File: src/rtl/lfsr_sched_pkg.sv
// Shared types, constants and LFSR step function for the LFSR scheduler.
// Contents: FSM state enum, LFSR width/reset value, feedback taps, lfsr_step().
package lfsr_sched_pkg;

  localparam int unsigned LFSR_W = 8;
  localparam logic [LFSR_W-1:0] LFSR_RST = 8'h00;

  // Feedback taps of the 8-bit XNOR LFSR.
  localparam int unsigned TAP_A = 7;
  localparam int unsigned TAP_B = 5;
  localparam int unsigned TAP_C = 4;

  typedef enum logic [1:0] {
    IDLE    = 2'd0,
    RUN     = 2'd1,
    DELIVER = 2'd2
  } state_t;

  // One XNOR-feedback shift; 0x00 is a legal state for XNOR feedback.
  function automatic logic [LFSR_W-1:0] lfsr_step(input logic [LFSR_W-1:0] q);
    logic tap;
    tap = ~(q[TAP_A] ^ q[TAP_B] ^ q[TAP_C]);
    return {q[LFSR_W-2:0], tap};
  endfunction

endpackage

File: src/rtl/lfsr_core.sv
// 8-bit XNOR-feedback LFSR register with seed load.
// Ports: clk, rst (async active-low), en (shift one step), load (q <= din,
// wins over en), din seed value, q current LFSR state.
module lfsr_core
  import lfsr_sched_pkg::*;
(
  input  logic              clk,
  input  logic              rst,
  input  logic              en,
  input  logic              load,
  input  logic [LFSR_W-1:0] din,
  output logic [LFSR_W-1:0] q
);

  always_ff @(posedge clk or negedge rst) begin
    if (!rst) begin
      q <= LFSR_RST;
    end else if (load) begin
      q <= din;
    end else if (en) begin
      q <= lfsr_step(q);
    end
  end

endmodule

File: src/rtl/lfsr_scheduler.sv
// Round-robin scheduler sharing one LFSR among NREQ requesters. Each grant
// advances the LFSR STEPS times, then pulses gnt/rnd_valid for one cycle
// with the fresh byte on rnd_data.
// Ports: clk, rst (async active-low), req[NREQ] level requests,
// gnt[NREQ] one-hot grant pulse, rnd_valid, rnd_data[8], seed_load, seed[8],
// busy (high in RUN and DELIVER). All outputs are registered.
module lfsr_scheduler
  import lfsr_sched_pkg::*;
#(
  parameter int unsigned NREQ  = 4,
  parameter int unsigned STEPS = 8
) (
  input  logic              clk,
  input  logic              rst,
  input  logic [NREQ-1:0]   req,
  output logic [NREQ-1:0]   gnt,
  output logic              rnd_valid,
  output logic [LFSR_W-1:0] rnd_data,
  input  logic              seed_load,
  input  logic [LFSR_W-1:0] seed,
  output logic              busy
);

  localparam int unsigned PTR_W = $clog2(NREQ);
  localparam int unsigned CNT_W = $clog2(STEPS + 1);

  state_t             state_q;
  state_t             state_d;
  logic [PTR_W-1:0]   ptr_q;
  logic [PTR_W-1:0]   owner_q;
  logic [CNT_W-1:0]   cnt_q;
  logic [PTR_W-1:0]   winner;
  logic               win_found;
  logic               start;
  logic [LFSR_W-1:0]  lfsr_q;

  // LFSR shifts only in RUN; seeding only accepted in IDLE.
  lfsr_core u_lfsr (
    .clk  (clk),
    .rst  (rst),
    .en   (state_q == RUN),
    .load ((state_q == IDLE) && seed_load),
    .din  (seed),
    .q    (lfsr_q)
  );

  // Round-robin search starting at ptr_q.
  always_comb begin
    int unsigned idx;
    win_found = 1'b0;
    winner    = '0;
    idx       = 0;
    for (int unsigned i = 0; i < NREQ; i++) begin
      idx = (32'(ptr_q) + i) % NREQ;
      if (!win_found && req[PTR_W'(idx)]) begin
        win_found = 1'b1;
        winner    = PTR_W'(idx);
      end
    end
  end

  // A grant starts only in IDLE and only when no seed load competes.
  assign start = (state_q == IDLE) && !seed_load && win_found;

  // Next-state logic.
  always_comb begin
    state_d = state_q;
    unique case (state_q)
      IDLE:    if (start) state_d = RUN;
      RUN:     if (cnt_q == CNT_W'(STEPS - 1)) state_d = DELIVER;
      DELIVER: state_d = IDLE;
      default: state_d = IDLE;
    endcase
  end

  // State, counter, pointer and owner registers.
  always_ff @(posedge clk or negedge rst) begin
    if (!rst) begin
      state_q <= IDLE;
      ptr_q   <= '0;
      owner_q <= '0;
      cnt_q   <= '0;
    end else begin
      state_q <= state_d;
      unique case (state_q)
        IDLE: begin
          if (start) begin
            owner_q <= winner;
            cnt_q   <= '0;
          end
        end
        RUN: cnt_q <= cnt_q + CNT_W'(1);
        DELIVER: begin
          if (owner_q == PTR_W'(NREQ - 1)) ptr_q <= '0;
          else                             ptr_q <= owner_q + PTR_W'(1);
        end
        default: ;
      endcase
    end
  end

  // Outputs registered from next state; the delivered byte is the LFSR value
  // after the final RUN shift, i.e. one step beyond the current q.
  always_ff @(posedge clk or negedge rst) begin
    if (!rst) begin
      gnt       <= '0;
      rnd_valid <= 1'b0;
      rnd_data  <= LFSR_RST;
      busy      <= 1'b0;
    end else begin
      busy      <= (state_d != IDLE);
      rnd_valid <= (state_d == DELIVER);
      gnt       <= (state_d == DELIVER) ? (NREQ'(1) << owner_q) : '0;
      rnd_data  <= (state_d == DELIVER) ? lfsr_step(lfsr_q) : '0;
    end
  end

endmodule

File: config.mk
export PLATFORM = sky130hd
export DESIGN_NAME = lfsr_scheduler
export DESIGN_NICKNAME = d
export VERILOG_FILES = /design/src/rtl/lfsr_sched_pkg.sv /design/src/rtl/lfsr_core.sv /design/src/rtl/lfsr_scheduler.sv
export SDC_FILE = /design/constraint.sdc
export NUM_CORES = 1
export LEC_CHECK = 0
export CAP_MARGIN = 20
export CELL_PAD_IN_SITES_DETAIL_PLACEMENT = 1
export CELL_PAD_IN_SITES_GLOBAL_PLACEMENT = 1
export CORE_ASPECT_RATIO = 1.1
export CORE_MARGIN = 4
export CORE_UTILIZATION = 35
export DETAILED_ROUTE_END_ITERATION = 7
export PLACE_DENSITY_LB_ADDON = 0.1
export SLEW_MARGIN = 20
export SYNTH_ARGS = -nofsm -noshare
export SYNTH_HDL_FRONTEND = slang
export SYNTH_HIERARCHICAL = 1
export SYNTH_SLANG_ARGS = --single-unit
File: constraint.sdc
create_clock -name clk -period 2.03 [get_ports clk]
set_input_delay 0.5075 -clock clk [delete_from_list [all_inputs] [get_ports clk]]
set_output_delay 0.5075 -clock clk [all_outputs]
set_load 0.1 [all_outputs]
## Word-level counts from Yosys, hierarchy flattened

Cells that the tools add are included.

| storage, ports and cells | value |
|---|---|
| flip-flop bits (word level) | 32 |
| input bits | 15 |
| output and inout port bits | 14 |
| logic and storage cells | 70 |

| cells by class | value |
|---|---|
| $add $sub $neg | 5 |
| $lt $le $gt $ge | 4 |
| equal/unequal tests | 6 |
| shift operators | 1 |
| muxes and demuxes | 26 |
| bitwise logic cells | 3 |
| reductions and logical operators | 16 |

Operators by type and width:

| operator | number |
|---|---|
| 8-bit two-way mux | 3 |
| 2-bit two-way mux | 7 |
| 2-bit by 3-bit less-than comparator with 1-bit output (second input constant) | 4 |
| 1-bit binary-select mux with 2-bit select | 4 |
| 1-bit two-way mux | 8 |
| 4-bit two-way mux | 2 |
| 4-bit case mux with 2 select lines | 1 |
| 2-bit == test (second input constant) | 3 |
| 1-bit logical AND | 6 |
| 2-bit nonzero test | 3 |
| 2-bit by 1-bit adder with 2-bit output (second input constant) | 2 |
| 2-bit adder (second input constant) | 2 |
| 4-bit by 1-bit adder with 4-bit output (second input constant) | 1 |
| 4-bit by 3-bit == test with 1-bit output (second input constant) | 1 |
| 1-bit zero test | 4 |
| 2-bit case mux with 2 select lines | 1 |
| 2-bit AND reduction | 2 |
| 1-bit by 2-bit left shift with 4-bit output (first input constant) | 1 |
| 2-bit by 1-bit == test with 1-bit output (second input constant) | 1 |
| 2-bit zero test | 1 |
| 2-bit inequality test (second input constant) | 1 |
| 1-bit XOR | 2 |
| 1-bit inverter | 1 |

## Longest topological paths before layout

Gate-level depths: netlist (run 1).

| logic depth | value |
|---|---|
| depth in word-level cells | 17 |
| depth in mapped cells | 5 |
| mapped depth without buffers | 5 |

## Cells and area by module

Netlist (run 1), hierarchy kept.

By module, submodules not included:

| module | times used | cells an instance | area an instance (µm²) | seq. area each (µm²) |
|---|---|---|---|---|
| lfsr_scheduler | 1 | 90 | 1,043.5 | 600.6 |
| lfsr_core | 1 | 35 | 385.4 | 200.2 |

## Least setup slack after synthesis (run 1)

No wires, ideal clock.

| timing path | value |
|---|---|
| kind | input to register |
| from | input req[0] |
| to | register cnt_q[0] |
| library setup time | 0.073 ns |
| data arrival time | 1.446 ns |
| required time | 1.957 ns |
| setup slack | 0.511 ns |
| cell stages on the path | 5 |
| buffers on the path | 0 |
| cells stage by stage | or4_4 > a21oi_2 > or2_4 > inv_2 > a21oi_2 |

| on the way | value |
|---|---|
| longest elaborated chain between the ends | 15 |
| elaborated cells on any way between the ends | 21 |
| classes of those cells | 1 x eq/ne; 12 x mux; 8 x reduce/logical |

RTL lines:

| what | RTL line | RTL |
|---|---|---|
| from (decl) | lfsr_scheduler.sv:15 | `input logic [NREQ-1:0] req,` |
| 1-bit binary-select mux with 2-bit select | lfsr_scheduler.sv:55 | `if (!win_found && req[PTR_W'(idx)]) begin` |
| 1-bit two-way mux (not written as such) | lfsr_scheduler.sv:55 |  |
| 1-bit two-way mux | lfsr_scheduler.sv:55 |  |
| 1-bit zero test | lfsr_scheduler.sv:55 |  |
| 1-bit logical AND | lfsr_scheduler.sv:55 |  |
| 1-bit two-way mux | lfsr_scheduler.sv:55 |  |
| 1-bit zero test | lfsr_scheduler.sv:55 |  |
| 1-bit logical AND | lfsr_scheduler.sv:55 |  |
| 1-bit two-way mux | lfsr_scheduler.sv:55 |  |
| 1-bit zero test | lfsr_scheduler.sv:55 |  |
| 1-bit logical AND | lfsr_scheduler.sv:55 |  |
| 1-bit two-way mux (*) | lfsr_scheduler.sv:55 |  |
| 1-bit logical AND (*) | lfsr_scheduler.sv:63 | `assign start = (state_q == IDLE) && !seed_load && win_found;` |
| 2-bit inequality test (no source line) (*) | -- |  |
| 2-bit AND reduction (no source line) (*) | -- |  |
| to (signal assigned) | lfsr_scheduler.sv:92 | `RUN: cnt_q <= cnt_q + CNT_W'(1);` |
| to (decl) | lfsr_scheduler.sv:31 | `logic [CNT_W-1:0] cnt_q;` |

Mark *: on every way between the ends. The rest lies on a longest branch, timed or not. The select of a mux whose other input is x is not followed.
A chain may end at the register's enable or synchronous reset.

## Worst setup path after layout (run 1)

Same ends and word-level chain as after synthesis.

==> results of run 1 <==
-- path summary, 6_finish.rpt --
path | startpoint | endpoint | slack, ns | cells past startpoint
max | req[0] | cnt_q[0] | 0.31 | 6
min | cnt_q[0] | cnt_q[0] | 0.50 | 1
max reg2reg | cnt_q[0] | rnd_data[0] | 0.44 | 4
min reg2reg | cnt_q[0] | cnt_q[0] | 0.50 | 1
max in group asynchronous | rst | ptr_q[0] | 1.11 | 2
min in group asynchronous | rst | rnd_data[0] | 0.63 | 2
-- critical path, stage by stage --
cell,delay (ns)
clkdlybuf4s50_1,0.42
or4_4,0.55
a21oi_2,0.14
or2_4,0.15
inv_2,0.04
a21oi_2,0.11
-- sequential cells by signal (all words and copies together), names as in the netlist --
name	cells
rnd_data	8
u_lfsr/q	8
cnt_q	4
gnt	4
owner_q	2
ptr_q	2
state_q	2
busy	1
rnd_valid	1
-- where the power goes --
group | internal (mW) | switching (mW)
clock network | 0.270 | 0.227
registers | 0.846 | 0.195
logic | 0.456 | 0.635
total | 1.57 | 1.06
-- routing by layer --
layer / up-vias / wire length (um)
li1: 505 / -
met1: 494 / 1175
met2: 20 / 1446
met3: 2 / 157
met4: 0 / 20
met5: - / 0
-- area by class of cell --
cell class | instances | area [um^2]
clock inverter | 2 | 10.01
clock buffer | 6 | 82.58
tap | 52 | 65.06
multi-input combinational | 83 | 581.8
inverter | 6 | 22.52
sequential | 32 | 800.8
timing repair buffer | 33 | 282.8
fill | 446 | 2118
-- cells by family (layout without fill, tap and decap cells) --
kind of cell | Yosys count | after routing | synth area share
buffers and inverters | 10 | 47 | 0.03239
AND/OR/NAND/NOR | 40 | 40 | 0.1471
multiplexers | 10 | 10 | 0.07180
XOR/XNOR | 3 | 3 | 0.02802
AO/OA/AOI/OAI | 25 | 25 | 0.1165
flip-flops | 32 | 32 | 0.5604
adder cells (fa/ha/maj) | 5 | 5 | 0.04378
-- synthesized netlist by cell type --
cell type | instances | share of area
or2_4 | 1 | 0.0061
a22o_2 | 3 | 0.021
nor2_1 | 5 | 0.013
inv_1 | 5 | 0.013
nor3_1 | 3 | 0.011
a21oi_2 | 2 | 0.012
mux2i_1 | 8 | 0.056
xnor3_1 | 1 | 0.016
a22o_1 | 1 | 0.0061
nand3_1 | 1 | 0.0035
ha_1 | 5 | 0.044
a21o_1 | 1 | 0.0053
and3_1 | 12 | 0.053
o22ai_1 | 2 | 0.0088
dfrtp_1 | 32 | 0.56
xor2_1 | 1 | 0.0061
clkbuf_1 | 1 | 0.0026
buf_2 | 1 | 0.0035
o221ai_1 | 1 | 0.0061
o21ai_1 | 1 | 0.0035
xnor2_1 | 1 | 0.0061
nand2_1 | 12 | 0.032
nand2b_1 | 1 | 0.0044
a21o_2 | 1 | 0.0061
o31ai_1 | 1 | 0.0053
a21oi_1 | 3 | 0.011
buf_4 | 2 | 0.011
or4_4 | 1 | 0.0079
and2_1 | 2 | 0.0088
nor2b_1 | 2 | 0.0088
o21ai_0 | 9 | 0.032
mux2_2 | 2 | 0.016
inv_2 | 1 | 0.0026
-- through the flow --
step                      area, um^2    util  power, mW  setup slack, ns  std cells
final                           1846  0.4656      2.629           0.3097        214
after global routing            1846  0.4656      2.826           0.2393        214
after CTS                       1846  0.4656      2.669           0.3020        214
after detailed placement        1753  0.4422      2.166          0.01445        206
after global placement          1753  0.4422      2.122          0.04737        206
after floorplan                 1429       -      1.886           0.5110        125
==> metrics.md, run 1 <==
| Metric | Value |
|---|---|
| Max-cap violation count | 0 |
| Met1 usage | 0.1563 |
| Drt first-iter violations | 25 |
| CTS root buf | clkbuf_8 |
| DP HPWL | 2089 um |
| Routed length per placed instance | 13.08 um |
| Hold Path Class | flop to flop |
| Most common cell after layout, fill and taps aside | dfrtp_1 |
| Commonest cells after routing, fill and taps aside | 32 x dfrtp_1, 19 x buf_4, 14 x clkdlybuf4s50_1, 12 x nand2_1, 12 x and3_1 |
| Top Ports | 29 |
| Initial antenna violation count | 0 |
| DIE AREA | 5170 um^2 |
| Clock Latency Late Sink | 0.27 ns |
| Port Buffer Count | 28 |
| Setup violations, final | 0 |
| First-pass GRT wire length | 4726 um |
| H-Tree Depth | 2 |
| Layout cells sized above 1 | 0.2346 |
| Placer Congestion | 0.7443 |
| Critical Path Fanout Max | 5 |
| WP data arrival | 1.93 ns |
| Pin count of the biggest net entering global routing | 33 |
| Pre-Repair DR Iteration Count | 3 |
| Fmax achieved | 581.3 MHz |
| Area grow syn2layout | 29.16% |
| Cell Area, Synth | 1429 um^2 |
| Most Used Layer, Global Route | met2 |
| Number of buffers created by CTS | 5 |
| Total clock sinks | 32 |
| Final hold vios | 0 |
| Pleak | 0.9530 nW |
| Post-Syn Area per Cell | 11.43 um^2 |
| CP Capture Type | flop |
| Core area | 3964 um^2 |
| Chip Width | 68.92 um |
| Period utilisation layout | 0.8474 |
| Setup TNS | 0 ns |
| Total number of vias | 1021 |
| Syn Inst Count | 125 |
| Nets@finish | 181 |
| Met2 Use GR | 0.2002 |
| Hold slack | 0.5016 ns |
| Clock Skews | 0.001911 ns |
| Vias per cell | 4.771 |
| # hold bufs at CTS | 0 |
| Crit Path Category | input pin to flop |
| Tmin final | 1.720 ns |
| Routed WL | 2800 um |
| CTS tree | done |
| # rows | 24 |
| Initial Util | 0.3605 |
| Seq cells post-synth | 32 |
| Cell variety after synth | 33 |
| Drt drc | 0 |
| Status | complete, no violations |
| Global routing met3 resource utilization | 0.04328 |
| GRT Total Usage | 0.1233 |
| Worst slew pin tran | 0.7518 ns |
| Antenna Violating Nets Remaining | 0 |
| Yosys warns | 6 |
| Register area share after synthesis | 0.5604 |
| Post-CTS sizing | 0 |
| Post-synth net total | 145 |
| Pwr dens | 1425 nW/um^2 |
| Crit path launch type | input pin |
| ANT cells | 0 |
| Clk pin slew, worst setup/hold paths | 0.07 ns |
| Slew margin rel. | 0.4969 |
| Unrepaired setup endpoints after global routing | false |
| Gr ovfl total | 0 |
| Die height | 75.01 um |
| CP Data Required Time | 2.24 ns |
| CTS max path bufs | 2 |
| Setup Buffers After CTS | 0 |
| Max IR drop VDD | 0.5277 mV |
| Vias in the first global route | 1025 |
| Final slew viol count | 0 |
(Power assumes the default switching activity.)
==> inputs of run 2 (changes only) <==
==> constraint.sdc (replaced) <==
create_clock -name clk -period 1.65 [get_ports clk]
set_input_delay 0.4125 -clock clk [delete_from_list [all_inputs] [get_ports clk]]
set_output_delay 0.4125 -clock clk [all_outputs]
set_load 0.1 [all_outputs]
==> run 2 against run 1 <==
  * Global-route usage grew 1.3 points
  * Critical path type unchanged
  * Clock power up 21%
  * Utilization up 5.3 points
  * Critical endpoint unchanged
==> metrics.md, run 2 (synthesized netlist as in run 1, its figures left out) <==
| Metric | Value |
|---|---|
| Final slew viol count | 0 |
| CP Capture Type | flop |
| Fmax achieved | 631.0 MHz |
| Beginning of the critical path | req[2] |
| Worst slew pin tran | 0.5236 ns |
| Commonest cells after routing, fill and taps aside | 32 x dfrtp_1, 15 x buf_12, 12 x nand2_1, 12 x and3_1, 12 x clkdlybuf4s50_1 |
| Status | complete, no violations |
| Total number of vias | 1026 |
| Post-place instance area | 1956 um^2 |
| Worst reg-to-reg path cell count | 4 |
| Worst Setup EP | cnt_q[0] |
| ANT cells | 0 |
| Drt drc | 0 |
| Hold slack | 0.5105 ns |
| Crit Path Category | input pin to flop |
| Slew margin rel. | 0.6506 |
| WP data arrival | 1.79 ns |
| Worst r2r src | state_q[1] |
| Die height | 75.01 um |
| Pre-Repair DR Iteration Count | 2 |
| Number of buffers created by CTS | 5 |
| Pin count of the biggest net entering global routing | 33 |
| Core area | 3964 um^2 |
| Tmin final | 1.585 ns |
| Top Ports | 29 |
| CTS root buf | clkbuf_8 |
| Setup TNS | 0 ns |
| Routed length per placed instance | 14.54 um |
| H-Tree Depth | 2 |
| Layout cells sized above 1 | 0.2500 |
| Unrepaired setup endpoints after global routing | false |
| Design area | 2056 um^2 |
| Max IR drop VDD | 0.6748 mV |
| Area grow syn2layout | 43.87% |
| Critical Path Fanout Max | 5 |
| Final hold vios | 0 |
| Nets@finish | 183 |
| CTS max path bufs | 2 |
| Chip Width | 68.92 um |
| Most common cell after layout, fill and taps aside | dfrtp_1 |
| Antenna Violating Nets Remaining | 0 |
| Hold Path Class | flop to flop |
| Power Total | 3.461 mW |
| Port Buffer Count | 28 |
| Pleak | 1.027 nW |
| Initial Util | 0.3605 |
| DIE AREA | 5170 um^2 |
| Routed WL | 3140 um |
| Final Non-Filler Cells | 216 |
| CTS tree | done |
| Vias in the first global route | 1123 |
| # hold bufs at CTS | 0 |
| Vias per cell | 4.750 |
| Worst r2r dst | u_lfsr/q[6] |
| Biggest regs | rnd_data x8, u_lfsr/q x8 |
| Placer Congestion | 0.7536 |
| GRT Total Usage | 0.1367 |
| Total clock sinks | 32 |
| Pwr dens | 1684 nW/um^2 |
| Final worst setup slack | 0.06516 ns |
| CP Data Required Time | 1.86 ns |
| Layout Utilization | 0.5186 |
| Clock Latency Late Sink | 0.28 ns |
| Setup violations, final | 0 |
| DP HPWL | 2342 um |
| Drt first-iter violations | 30 |
| Post-Place Worst Slack | -0.2850 ns |
| Clk pin slew, worst setup/hold paths | 0.07 ns |
| Clock Skews | 0.005918 ns |
| # rows | 24 |
| First-pass GRT wire length | 5202 um |
| Crit path launch type | input pin |
| Initial antenna violation count | 0 |
| R2r setup slk | 0.18 ns |
| Period utilisation layout | 0.9605 |
| Dpl cells | 208 |
| Gr ovfl total | 0 |
| Max-cap violation count | 0 |
run 2: cell count changes in the layout (fill, tap and decap cells not counted):
cell | before | now
buf_12 | 0 | 15
nor2_2 | 0 | 1
nor2_1 | 5 | 4
buf_4 | 19 | 6
dlymetal6s2s_1 | 0 | 2
clkdlybuf4s50_1 | 14 | 12
run 2: how the worst min path moves through the flow:
stage | from | slack, ns | to | cells past startpoint
6_report | cnt_q[0] | 0.51 | cnt_q[0] | 1
5_1_grt | cnt_q[0] | 0.53 | cnt_q[0] | 1
4_1_cts | cnt_q[0] | 0.52 | cnt_q[0] | 1
3_5_place_dp | cnt_q[0] | 0.51 | cnt_q[0] | 1
3_3_place_gp | cnt_q[0] | 0.49 | cnt_q[0] | 1
2_1_floorplan | rst | 0.12 | busy | 0
run 2: metal layers:
layer / vias up / GRT usage / share of wire
li1: 507 / - / -
met5: - / 0 / 0
met1: 489 / 0.1614 / 0.42
met4: 0 / 0.05844 / 0.024
met3: 9 / 0.03731 / 0.050
met2: 21 / 0.2320 / 0.50
run 2: layout make-up:
class	count	area, um^2
clock buffers	6	82.58
clock inverters	2	10.01
fillers	441	1908
inverters	6	22.52
multi-input cells	83	584.3
flip-flops and latches	32	800.8
well taps	52	65.06
repair buffers	35	490.5
run 2: critical path, stage by stage:
cell and delay, ns:
clkdlybuf4s50_1 0.42, or4_4 0.49, a21oi_2 0.14, or2_4 0.15, inv_2 0.05, a21oi_2 0.12
run 2: repair_timing:
item	in CTS	in global routing
pin swaps	0	2
buffers inserted	0	0
gates resized for setup	1	2
gates cloned	0	0
endpoints found under the setup margin	3	2
run 2: where the power goes:
part           internal, mW  total (mW)  switching, mW
Clock                 0.332       0.605          0.273
Combinational         0.721        1.56          0.835
Sequential             1.04        1.30          0.258
==> variant 1, RTL diff (config.mk and constraints of run 1) <==
Make the reset (`rst`) synchronous in 3 clocked blocks. Comments in the files are not updated.
--- a/src/rtl/lfsr_core.sv
+++ b/src/rtl/lfsr_core.sv
@@ -12,7 +12,7 @@
   output logic [LFSR_W-1:0] q
 );
 
-  always_ff @(posedge clk or negedge rst) begin
+  always_ff @(posedge clk) begin
     if (!rst) begin
       q <= LFSR_RST;
     end else if (load) begin
--- a/src/rtl/lfsr_scheduler.sv
+++ b/src/rtl/lfsr_scheduler.sv
@@ -74,7 +74,7 @@
   end
 
   // State, counter, pointer and owner registers.
-  always_ff @(posedge clk or negedge rst) begin
+  always_ff @(posedge clk) begin
     if (!rst) begin
       state_q <= IDLE;
       ptr_q   <= '0;
@@ -101,7 +101,7 @@
 
   // Outputs registered from next state; the delivered byte is the LFSR value
   // after the final RUN shift, i.e. one step beyond the current q.
-  always_ff @(posedge clk or negedge rst) begin
+  always_ff @(posedge clk) begin
     if (!rst) begin
       gnt       <= '0;
       rnd_valid <= 1'b0;
Behaviour: differs if rst is asserted again (counterexample within 4 cycles, from zero or initial values and one cycle with rst low); with rst held inactive, the same outputs for 10 cycles.
==> variant 1 against run 1 <==
Synthesized area down 0.61%. Worst setup slack better by 0.0030 ns. Hold slack worse by 0.0075 ns. Final area up 1.4%. Routed wire length up 17%. Core utilization up 1.0 points. Sequential cell count unchanged.
Power is not compared: it rests on default switching activity, and its combinational part moved more than twofold at a synthesized area within 25%.
==> variant 1: results (changes against run 1) <==
- Diodes inserted: 0 (unchanged)
- Ys flop type: dfxtp_1 (was dfrtp_1)
- Post-DP HPWL: 2410 µm (was 2090 µm)
- Status: finished, final reports clean (unchanged)
- Slowest cell on crit path: o41ai_4 (was or4_4)
- Mapped Nets: 153 (was 145)
- Share of cells above drive strength 1: 24.1% (was 23.5%)
- Largest net degree at the start of global routing: 20 (was 33)
- Synthesis-to-layout area growth: 31.8% (was 29.2%)
- Sequential area share after synthesis: 45.1% (was 56.0%)
- Number of global-route vias before repair: 1180 (was 1025)
- Post-place setup slack: 0.0500 ns (was 0.0145 ns)
- Asr flop ratio synth: 0% (was 100%)
- HP Start: u_lfsr/q[1] (was cnt_q[0])
- Synth area leaders: dfxtp_1 (45%), mux2_4 (7.4%), o211a_1 (4.9%) (was dfrtp_1 (56%), mux2i_1 (5.6%), and3_1 (5.3%))
- All-layer global routing usage: 13.8% (was 12.3%)
- Synth unique cells: 39 (was 33)
- CP max stage delay: 0.57 ns (was 0.55 ns)
- Crit path DAT: 1.88 ns (was 1.93 ns)
- Initial DRC Count: 67 (was 25)
- Crit path capture: owner_q[1] (was cnt_q[0])
- Commonest cells in the netlist: dfxtp_1 (32), nand2b_1 (10), and2_1 (8), mux2_4 (7), o211a_1 (7) (was dfrtp_1 (32), and3_1 (12), nand2_1 (12), o21ai_0 (9), mux2i_1 (8))
- CP Max Fanout: 8 (was 5)
- Clk_skew: 0.00503 ns (was 0.00191 ns)
- Post-Place Cell Area: 0.00178 mm² (was 0.00175 mm²)
- Final worst path period need: 1.72 ns (about the same)
- CP top delay family: compound AO/OA/AOI/OAI gates (was simple AND/OR/NAND/NOR gates)
- Drt pass-1 iters: 4 (was 3)
- Detailed Route WL: 3290 µm (was 2800 µm)
- Crit. Startpoint: req[1] (was req[0])
- First-pass GRT wire length: 5290 µm (was 4730 µm)
- GP Congestion: 0.938 (was 0.744)
- Nets: 191 (was 181)
- Actual slew at the worst max-slew pin: 0.501 ns (was 0.752 ns)
- Origin of the critical flop-to-flop path: state_q[0] (was cnt_q[0])
- # H-tree levels: 2 (unchanged)
- Hold Path End: rnd_data[2] (was cnt_q[0])
- Regs by FF count: rnd_data (8), u_lfsr/q (8) (unchanged)
-- variant 1: cell types whose count changed in the layout (fill, tap and decap cells not counted), sizes merged, moves of 4 or more --
cell           run 1  this run
o21ai             10         5
mux2               2         7
nand2b             1        10
a22o               4         0
o211a              0         7
dfrtp             32         0
nand2             12         6
dfxtp              0        32
and2               2         8
mux2i              8         1
and3              12         4
-- variant 1: power by group through the flow --
stage	clock [µW]	sequential, µW	combinational [µW]
finish	519	677	199
floorplan	0	695	117
CTS	536	678	201
detailed placement	0	692	199
global route	569	681	216
global placement	0	689	193
-- variant 1: cells by family after synthesis --
family,synth area share (%)
mux,8.11
compound gates,16.0
buf+inv,3.61
simple gates,21.8
xor+xnor,3.52
fa+ha+maj,1.76
flops,45.1
-- variant 1: through the flow --
step / power, µW / std cells / hold WS [ns]
3_5_place_dp: 891 / 219 / 0.488
4_1_cts: 1410 / 226 / 0.499
2_1_floorplan: 813 / 136 / 0.444
5_1_grt: 1470 / 226 / 0.508
3_3_place_gp: 882 / 219 / 0.472
6_report: 1390 / 226 / 0.494
-- variant 1: area by class of cell --
| cell class | instances | share of cell area, % |
|---|---|---|
| tap | 52 | 3.48 |
| inverter | 7 | 1.40 |
| multi-input combinational | 93 | 39.2 |
| sequential | 32 | 34.2 |
| timing repair buffer | 35 | 16.6 |
| clock buffer | 7 | 5.15 |
-- variant 1: worst register-to-register path: cells and delay by family (launching register included) --
kind / cells / cell delay (ns)
AOI/OAI and AO/OA: 1 / 0.21
buffers and inverters: 1 / 0.28
DFF: 1 / 0.46
muxes: 1 / 0.34
and+or+nand+nor: 1 / 0.18
-- variant 1: layer usage --
metal	up-vias	wire, µm	global-route usage (%)
met5	-	0	0
met4	0	31	5.19
met3	4	93	3.58
met2	16	1700	24.0
met1	559	1470	16.3
li1	555	-	-
==> variant 2, RTL diff (settings of run 1) <==
Without the edit above. `NREQ`: 4 -> 8.
--- a/src/rtl/lfsr_scheduler.sv
+++ b/src/rtl/lfsr_scheduler.sv
@@ -7,7 +7,7 @@
 module lfsr_scheduler
   import lfsr_sched_pkg::*;
 #(
-  parameter int unsigned NREQ  = 4,
+  parameter int unsigned NREQ  = 8,
   parameter int unsigned STEPS = 8
 ) (
   input  logic              clk,
Interface: changed (resized gnt and req); port bits go from 29 to 37. The function was not compared with the original's and may differ.
==> variant 2 against run 1 <==
The run now ends with setup timing left. Final area increased by 91%. Sequential cell count increased by 6. Worst setup slack got worse by 0.94 ns. Routed wire length increased to 2.6 times the old value. Synthesized area increased by 78%. Register-to-register slack got worse by 1.1 ns. Global-route usage increased by 5.2 points. Hold slack got worse by 0.34 ns. Power increased to 2.6 times the old value. Largest cell class is now multi-input combinational cells.
==> variant 2: results (changes against run 1) <==
- Clk Latency, worst-skew pair: 0.29 ns (was 0.27 ns)
- CP Max Fanout: 6 (was 5)
- Share of cells above drive strength 1: 34.4% (was 23.5%)
- Sequential area share after synthesis: 37.4% (was 56.0%)
- Layout clock area frac: 3.20% (was 5.02%)
- Violated checks: setup timing
- Met2 wire length: 3760 µm (was 1450 µm)
- Hold Slack: 0.164 ns (was 0.502 ns)
- Synth area leaders: dfrtp_1 (37%), mux2i_1 (11%), mux4_2 (6.2%) (was dfrtp_1 (56%), mux2i_1 (5.6%), and3_1 (5.3%))
- Buffering overhead: 22.5% (was 15.3%)
- Status: finished, violations left (was finished, final reports clean)
- M1 GR Usage: 20.8% (was 15.6%)
- Setup WS post-layout: -0.635 ns (was 0.310 ns)
- Synth Area in XOR/XNOR: 3.25% (was 2.80%)
- WL/cell: 16.9 µm (was 13.1 µm)
- Seq_cells: 38 (was 32)
- All-layer global routing usage: 17.5% (was 12.3%)
- Leak pwr: 0.00169 µW (was 0.000953 µW)
- Regs by FF count: gnt (8), rnd_data (8), u_lfsr/q (8) (was rnd_data (8), u_lfsr/q (8))
- Final setup viols: 9 (was 0)
- Buffers added on ports: 36 (was 28)
- Clk_skew: 0.00818 ns (was 0.00191 ns)
- Inverters, non-clock: 12 (was 6)
- Drt pass-1 iters: 4 (was 3)
- Peak supply drop: 954 µV (was 528 µV)
- CP max stage delay: 0.40 ns (was 0.55 ns)
- Number of global-route vias before repair: 2456 (was 1025)
- Slowest cell on crit path: dfrtp_1 (was or4_4)
- Grt met3 use: 2.97% (was 4.33%)
- First-pass GRT wire length: 12000 µm (was 4730 µm)
- Metal1 wirelength: 2930 µm (was 1180 µm)
- Routing usage on met2: 30.4% (was 20.0%)
- Post-DP HPWL: 5340 µm (was 2090 µm)
- Commonest cells in the netlist: dfrtp_1 (38), mux2i_1 (28), nand2_1 (25), o21ai_0 (13), and2_1 (12) (was dfrtp_1 (32), and3_1 (12), nand2_1 (12), o21ai_0 (9), mux2i_1 (8))
- Crit path DAT: 2.89 ns (was 1.93 ns)
- Largest net degree at the start of global routing: 22 (was 33)
- Placed Cells: 404 (was 206)
- Area of the mapped netlist: 0.00254 mm² (was 0.00143 mm²)
- Initial DRC Count: 43 (was 25)
- Fraction of standard cell area in multi-input logic: 42.9% (was 31.5%)
- Mux cell area share after synthesis: 19.4% (was 7.18%)
- Mean Syn Cell Area: 10.3 µm² (was 11.4 µm²)
-- variant 2: cell count changes in the layout (fill, tap and decap cells not counted), sizes merged, moves of 7 or more --
cell | before | now
buf | 19 | 82
o211ai | 0 | 7
o21ai | 10 | 19
nand3 | 1 | 10
nand2 | 12 | 25
mux4 | 0 | 7
mux2i | 8 | 30
and2 | 2 | 12
-- variant 2: worst paths after layout --
check                                   end         from
worst max-delay path               cnt_q[3]     ptr_q[1]
min in group clk                rnd_data[4]  u_lfsr/q[3]
max in group asynchronous            gnt[2]          rst
worst min-delay path            u_lfsr/q[6]          rst
worst max register to register     cnt_q[3]     ptr_q[1]
worst min register to register  rnd_data[4]  u_lfsr/q[3]
-- variant 2: where the power goes --
part / switching [µW] / total, µW / internal, µW
registers: 212 / 1190 / 977
logic: 2460 / 4890 / 2430
clock network: 272 / 665 / 394
-- variant 2: critical path, delay by kind of cell, from the launching register on --
family                     cells  cell delay, ns
and+or+nand+nor                2            0.18
buffers and inverters          4            0.47
adders and majority gates      1            0.32
muxes                          1            0.22
AOI/OAI and AO/OA              4            1.00
DFF                            1            0.40
-- variant 2: metrics by stage --
stage | util, % | setup slack [ns] | power [µW] | setup TNS (ns)
after global placement | 46.1 | -0.745 | 5510 | -6.28
after floorplan | - | -0.732 | 4110 | -6.05
after detailed placement | 46.1 | -0.794 | 5590 | -6.70
after CTS | 48.8 | -0.585 | 6530 | -5.09
final | 49.9 | -0.635 | 6740 | -5.54
after global routing | 49.9 | -0.822 | 7260 | -7.08
-- variant 2: what timing repair did --
action / in CTS / in global routing
hold buffers: 0 / 0
endpoints found under the setup margin: 9 / 9
pin swaps: 2 / 9
endpoints found under the hold margin: 0 / 0
buffers inserted: 6 / 7
gates cloned: 1 / 0
gates resized for setup: 9 / 6
